<file path="src/rtl/multicycle_controller.sv">
// Multicycle ARM-subset control unit: Moore FSM, condition-gated enables and an NZCV flags register.
// Define BRANCH_LINK_EN to add the BLWB state for branch-with-link.
module multicycle_controller (
    input  logic       clk_i,
    input  logic       rst_ni,
    input  logic [1:0] op_i,
    input  logic [5:0] funct_i,
    input  logic [3:0] rd_i,
    input  logic [3:0] cond_i,
    input  logic [3:0] alu_flags_i,
    output logic       pc_write_o,
    output logic       ir_write_o,
    output logic       reg_write_o,
    output logic       mem_write_o,
    output logic       adr_src_o,
    output logic       alu_src_a_o,
    output logic [1:0] alu_src_b_o,
    output logic [1:0] result_src_o,
    output logic [1:0] alu_control_o,
    output logic [1:0] imm_src_o,
    output logic [1:0] reg_src_o,
    output logic       link_sel_o
);

    typedef enum logic [3:0] {
        StFetch,
        StDecode,
        StMemAdr,
        StMemRd,
        StMemWb,
        StMemWr,
        StExecR,
        StExecI,
        StAluWb,
        StBranch
`ifdef BRANCH_LINK_EN
        , StBlWb
`endif
    } state_e;

    state_e     state_q, state_d;
    logic [3:0] flags_q, flags_d;
    logic [1:0] alu_dec;
    logic       cond_ex;
    logic       ir_w, pc_w, reg_w, mem_w, branch_st, wb_st;
`ifdef BRANCH_LINK_EN
    logic       link;
`endif

    always_ff @(posedge clk_i or negedge rst_ni) begin
        if (!rst_ni) begin
            state_q <= StFetch;
            flags_q <= 4'b0000;
        end else begin
            state_q <= state_d;
            flags_q <= flags_d;
        end
    end

    always_comb begin
        state_d = state_q;
        unique case (state_q)
            StFetch:  state_d = StDecode;
            StDecode: begin
                unique case (op_i)
                    2'b00: state_d = funct_i[5] ? StExecI : StExecR;
                    2'b01: state_d = StMemAdr;
`ifdef BRANCH_LINK_EN
                    2'b10: state_d = funct_i[4] ? StBlWb : StBranch;
`else
                    2'b10: state_d = StBranch;
`endif
                    default: state_d = StFetch;
                endcase
            end
            StMemAdr: state_d = funct_i[0] ? StMemRd : StMemWr;
            StMemRd:  state_d = StMemWb;
            StMemWb:  state_d = StFetch;
            StMemWr:  state_d = StFetch;
            StExecR:  state_d = StAluWb;
            StExecI:  state_d = StAluWb;
            StAluWb:  state_d = StFetch;
            StBranch: state_d = StFetch;
`ifdef BRANCH_LINK_EN
            StBlWb:   state_d = StBranch;
`endif
            default:  state_d = StFetch;
        endcase
    end

    always_comb begin
        unique case (funct_i[4:1])
            4'b0100: alu_dec = 2'b00;
            4'b0010: alu_dec = 2'b01;
            4'b0000: alu_dec = 2'b10;
            4'b1100: alu_dec = 2'b11;
            default: alu_dec = 2'b00;
        endcase
    end

    // flags_q is {N, Z, C, V}
    always_comb begin
        unique case (cond_i)
            4'b0000: cond_ex = flags_q[2];
            4'b0001: cond_ex = !flags_q[2];
            4'b0010: cond_ex = flags_q[1];
            4'b0011: cond_ex = !flags_q[1];
            4'b0100: cond_ex = flags_q[3];
            4'b0101: cond_ex = !flags_q[3];
            4'b0110: cond_ex = flags_q[0];
            4'b0111: cond_ex = !flags_q[0];
            4'b1000: cond_ex = flags_q[1] && !flags_q[2];
            4'b1001: cond_ex = !flags_q[1] || flags_q[2];
            4'b1010: cond_ex = (flags_q[3] == flags_q[0]);
            4'b1011: cond_ex = (flags_q[3] != flags_q[0]);
            4'b1100: cond_ex = !flags_q[2] && (flags_q[3] == flags_q[0]);
            4'b1101: cond_ex = flags_q[2] || (flags_q[3] != flags_q[0]);
            4'b1110: cond_ex = 1'b1;
            default: cond_ex = 1'b0;
        endcase
    end

    // C and V only follow the ALU for arithmetic ops; logical ops keep them
    always_comb begin
        flags_d = flags_q;
        if ((state_q == StExecR || state_q == StExecI) && cond_ex && funct_i[0]) begin
            flags_d[3:2] = alu_flags_i[3:2];
            if (!alu_dec[1]) begin
                flags_d[1:0] = alu_flags_i[1:0];
            end
        end
    end

    always_comb begin
        ir_w          = 1'b0;
        pc_w          = 1'b0;
        reg_w         = 1'b0;
        mem_w         = 1'b0;
        branch_st     = 1'b0;
        wb_st         = 1'b0;
        adr_src_o     = 1'b0;
        alu_src_a_o   = 1'b0;
        alu_src_b_o   = 2'b00;
        result_src_o  = 2'b00;
        alu_control_o = 2'b00;
`ifdef BRANCH_LINK_EN
        link          = 1'b0;
`endif
        unique case (state_q)
            StFetch: begin
                ir_w         = 1'b1;
                pc_w         = 1'b1;
                alu_src_a_o  = 1'b1;
                alu_src_b_o  = 2'b10;
                result_src_o = 2'b10;
            end
            StDecode: begin
                alu_src_a_o  = 1'b1;
                alu_src_b_o  = 2'b10;
                result_src_o = 2'b10;
            end
            StMemAdr: alu_src_b_o = 2'b01;
            StMemRd:  adr_src_o = 1'b1;
            StMemWr: begin
                adr_src_o = 1'b1;
                mem_w     = 1'b1;
            end
            StMemWb: begin
                result_src_o = 2'b01;
                reg_w        = 1'b1;
                wb_st        = 1'b1;
            end
            StExecR:  alu_control_o = alu_dec;
            StExecI: begin
                alu_src_b_o   = 2'b01;
                alu_control_o = alu_dec;
            end
            StAluWb: begin
                reg_w = 1'b1;
                wb_st = 1'b1;
            end
            StBranch: begin
                alu_src_b_o  = 2'b01;
                result_src_o = 2'b10;
                branch_st    = 1'b1;
            end
`ifdef BRANCH_LINK_EN
            StBlWb: begin
                link         = 1'b1;
                result_src_o = 2'b11;
                reg_w        = 1'b1;
            end
`endif
            default: ;
        endcase
    end

    // Enables are also masked by rst_ni so they drop the instant reset asserts
    assign ir_write_o  = ir_w && rst_ni;
    assign reg_write_o = reg_w && cond_ex && rst_ni;
    assign mem_write_o = mem_w && cond_ex && rst_ni;
    assign pc_write_o  = rst_ni &&
                         (pc_w || (cond_ex && (branch_st || (wb_st && rd_i == 4'b1111))));
    assign imm_src_o   = op_i;
    assign reg_src_o   = {op_i == 2'b01, op_i == 2'b10};
`ifdef BRANCH_LINK_EN
    assign link_sel_o  = link && rst_ni;
`else
    assign link_sel_o  = 1'b0;
`endif

endmodule
</file>
<file path="config.mk">
export PLATFORM = sky130hd
export DESIGN_NAME = multicycle_controller
export DESIGN_NICKNAME = d
export VERILOG_FILES = /design/src/rtl/multicycle_controller.sv
export SDC_FILE = /design/constraint.sdc
export NUM_CORES = 1
export LEC_CHECK = 0
export BUFFER_PORTS_ARGS = -buffer_cell sky130_fd_sc_hd__buf_2
export CAP_MARGIN = 25
export CELL_PAD_IN_SITES_DETAIL_PLACEMENT = 1
export CELL_PAD_IN_SITES_GLOBAL_PLACEMENT = 1
export CORE_MARGIN = 1.5
export CORE_UTILIZATION = 30
export CTS_CLUSTER_SIZE = 28
export DETAILED_ROUTE_END_ITERATION = 10
export HOLD_SLACK_MARGIN = 0.1
export PLACE_DENSITY_LB_ADDON = 0.1
export SLEW_MARGIN = 20
export SYNTH_ARGS = -nofsm -noshare
export SYNTH_HDL_FRONTEND = slang
export SYNTH_SLANG_ARGS = --single-unit
</file>
<file path="constraint.sdc">
create_clock -name clk_i -period 2.3 [get_ports clk_i]
set_input_delay 0.115 -clock clk_i [delete_from_list [all_inputs] [get_ports clk_i]]
set_output_delay 0.115 -clock clk_i [all_outputs]
set_load 0.02 [all_outputs]
</file>
==> summary.txt <==
Outcome
  • Status: completed

Logic synthesis
  • Main combinational cell family by area after synthesis: simple AND/OR/NAND/NOR gates
  • Prevailing post-synth register cell: dfrtp_1
  • Syn Inst Count: 102
  • Largest cells by area after synthesis: dfrtp_1 26%, mux2_2 7.4%, nor2_1 6.4%
  • Top cell type's share of synthesized area: 26.2%
  • Yosys top cell by area: dfrtp_1
  • Synthesis-stage register bit count: 8
  • Syn Area/Cell: 7.49 µm²
  • Xor and xnor area share after synthesis: 5.73%
  • Compound-Gate Fraction of Synth Area: 13.6%
  • Synth Area in Adders: 0%
  • Synth cell count leaders: 13 x nor2_1, 8 x dfrtp_1, 7 x o21ai_0
  • Cell area after synthesis: 764 µm²
  • Post-synth ARST share: 100%
  • Post-synth EDFFs: 0
  • Post-synthesis simple-gate area fraction: 37.2%
  • Sequential area share after synthesis: 26.2%
  • Most common cell in the netlist: nor2_1
  • Post-synth net total: 124
  • Post-synthesis cell type count: 35
  • YS warnings: 0
  • Multiplexer area fraction after synthesis: 8.67%

Power
  • Cell Pwr Density: 1050 nW/µm²
  • Leakage power: 0.499 nW
  • Peak supply drop: 0.613 mV

Drt
  • # DRC: 0
  • Final wirelength: 2260 µm
  • DR iter-0 viols: 12
  • Via count: 880
  • Wire per inst: 13.3 µm
  • TritonRoute pass-1 iters: 4
  • Vias per cell: 5.18
  • Post-DRT Antenna Nets: 0

Worst setup path
  • Critical path cell sequence: nor4b_1, nor4_2, o21ai_1, a222oi_1, buf_4, nor3b_1, mux2_2
  • CP Launch Type: register
  • Critical Path Sink Type: register
  • CP max stage cell: nor4b_1
  • FF-to-FF setup slack: 30 ps
  • Worst path required time: 2430 ps
  • Slowest stage delay, CP: 470 ps
  • CP Max Fanout: 7
  • Critical path type: reg -> reg
  • CP arrival: 2400 ps

Clock tree
  • CTS tree: done
  • H-Tree Level Count: 1
  • Clk_lat worst skew: 240 ps
  • TritonCTS buffer count: 3
  • Clock root buffer: clkbuf_4
  • Clock slew at reported path FFs: 50 ps
  • Sink Count: 8
  • CTS Buffer Depth: 2

Timing
  • Fin crit period: 2270 ps
  • Final Setup Violations: 0
  • Setup WS post-layout: 28.8 ps
  • Slew Limit Fails: 0
  • TNS Setup: 0 ps
  • Final period util: 98.7%
  • Hold violation count in the final report: 0
  • Fmax: 440 MHz
  • Skew final: 1.04 ps

Floorplan
  • Die Ht: 53.5 µm
  • Die area: 2860 µm²
  • Total core area: 2450 µm²
  • Initial Util: 31.1%
  • # rows: 18
  • Die width: 53.5 µm
  • I/O Pins: 39

Global route
  • GRT met2 Usage: 26.3%
  • Global Route met3 Usage: 1.69%
  • First-pass GRT wire length: 3350 µm
  • GR Layer Usage met1: 20.4%
  • Overflow after GRT: 0
  • Tot GR Track Use: 16.2%
  • Vias in the first global route: 806
  • Antenna violations before repair: 0
  • Largest net degree at the start of global routing: 15
  • GR peak layer: met2

Placed design
  • Dpl cells: 162
  • DP Wirelength: 1700 µm
  • Pre-CTS WS: 246 ps
  • Placer Congestion: 0.808
  • Placed Area: 955 µm²
  • Port Buf Inserts: 37

Layout
  • Layout cell share with drive strength beyond 1: 40.7%
  • Design area: 1030 µm²
  • Antenna cells: 0
  • Post-layout util: 42.2%
  • P&R area growth vs syn: 35.4%
  • Final net count: 164
  • Fin cells: 170

Run
  • Maxcap violations: 0

Worst hold path
  • Hold Crit Class: in -> reg
[per-layer routing]
metal  part of all wire [%]  vias to the layer above
met3                    3.4                        4
met5                      0                        -
met1                     42                      422
met2                     52                       21
li1                       -                      433
met4                    1.8                        0
[flip-flops by register name, indices dropped and copies added, names as in the netlist]
register / flops
flags_q: 4
state_q: 4
[power breakdown]
part	total [mW]	internal, mW	switching, mW
clock network	0.0988	0.0591	0.0396
logic	0.675	0.296	0.379
registers	0.308	0.202	0.106
[repair_timing]
item	CTS	global route
setup endpoints to repair	0	3
setup buffers	0	3
resized for setup	0	5
hold endpoints to repair	9	0
hold buffers	2	0
[critical path, delay by kind of cell (launching register included)]
family          cells  cell delay [ps]
mux                 1              380
simple gates        3              900
flops               1              440
buf+inv             1              170
compound gates      2              260
[cell usage in the layout (no fill, tap or decap)]
cell           Yosys  routed
a21oi_1            6       5
a21oi_2            0       1
a222oi_1           1       1
a311oi_1           1       1
a31oi_1            1       1
and2_1             1       1
and3_2             1       1
and3b_1            1       1
buf_2              1      36
buf_4              3       6
clkbuf_4           0       3
conb_1             1       1
dfrtp_1            8       6
dfrtp_2            0       2
dlygate4sd3_1      0       2
inv_1              4       4
mux2_2             5       5
mux2i_1            1       1
nand2_1            5       5
nand2b_1           3       3
nand3_1            1       1
nand3b_1           1       1
nand4_1            3       3
nand4b_1           1       1
nor2_1            13      13
nor2b_1            5       5
nor3_1             6       6
nor3b_1            5       5
nor4_1             2       1
nor4_2             0       1
nor4b_1            1       1
o21ai_0            7       7
o21ai_1            1       1
o41ai_1            1       1
or2_2              1       1
or3b_2             1       1
xnor2_1            2       2
xor2_1             3       3
[cells by family after synthesis]
group	after synthesis
muxes	6
buffers and inverters	13
AOI/OAI and AO/OA	18
DFF	8
xor gates and xnor gates	5
and+or+nand+nor	51
other	1
[path summary, 6_finish.rpt]
check | start | endpoint | cells after the start
min reg2reg | flags_q[1] | flags_q[1] | 1
max | flags_q[3] | flags_q[3] | 7
max reg2reg | flags_q[3] | flags_q[3] | 7
max in group asynchronous | rst_ni | flags_q[2] | 2
min | alu_flags_i[3] | flags_q[3] | 2
min in group asynchronous | rst_ni | state_q[3] | 2
[per-stage QoR]
step                hold slack (ps)  power (mW)
finish                          113        1.08
detailed placement            -22.4       0.932
global placement              -27.7       0.915
global route                    108        1.18
CTS                             107        1.04
floorplan                      -181       0.737
[final cells by class]
class,instances,area (µm²)
sequential,8,203
clock buffer,3,22.5
timing repair buffer,44,245
multi-input combinational,81,512
inverter,4,15.0
tap,30,37.5
fill,330,1420
No activity file was read; power rests on OpenSTA's default activity.
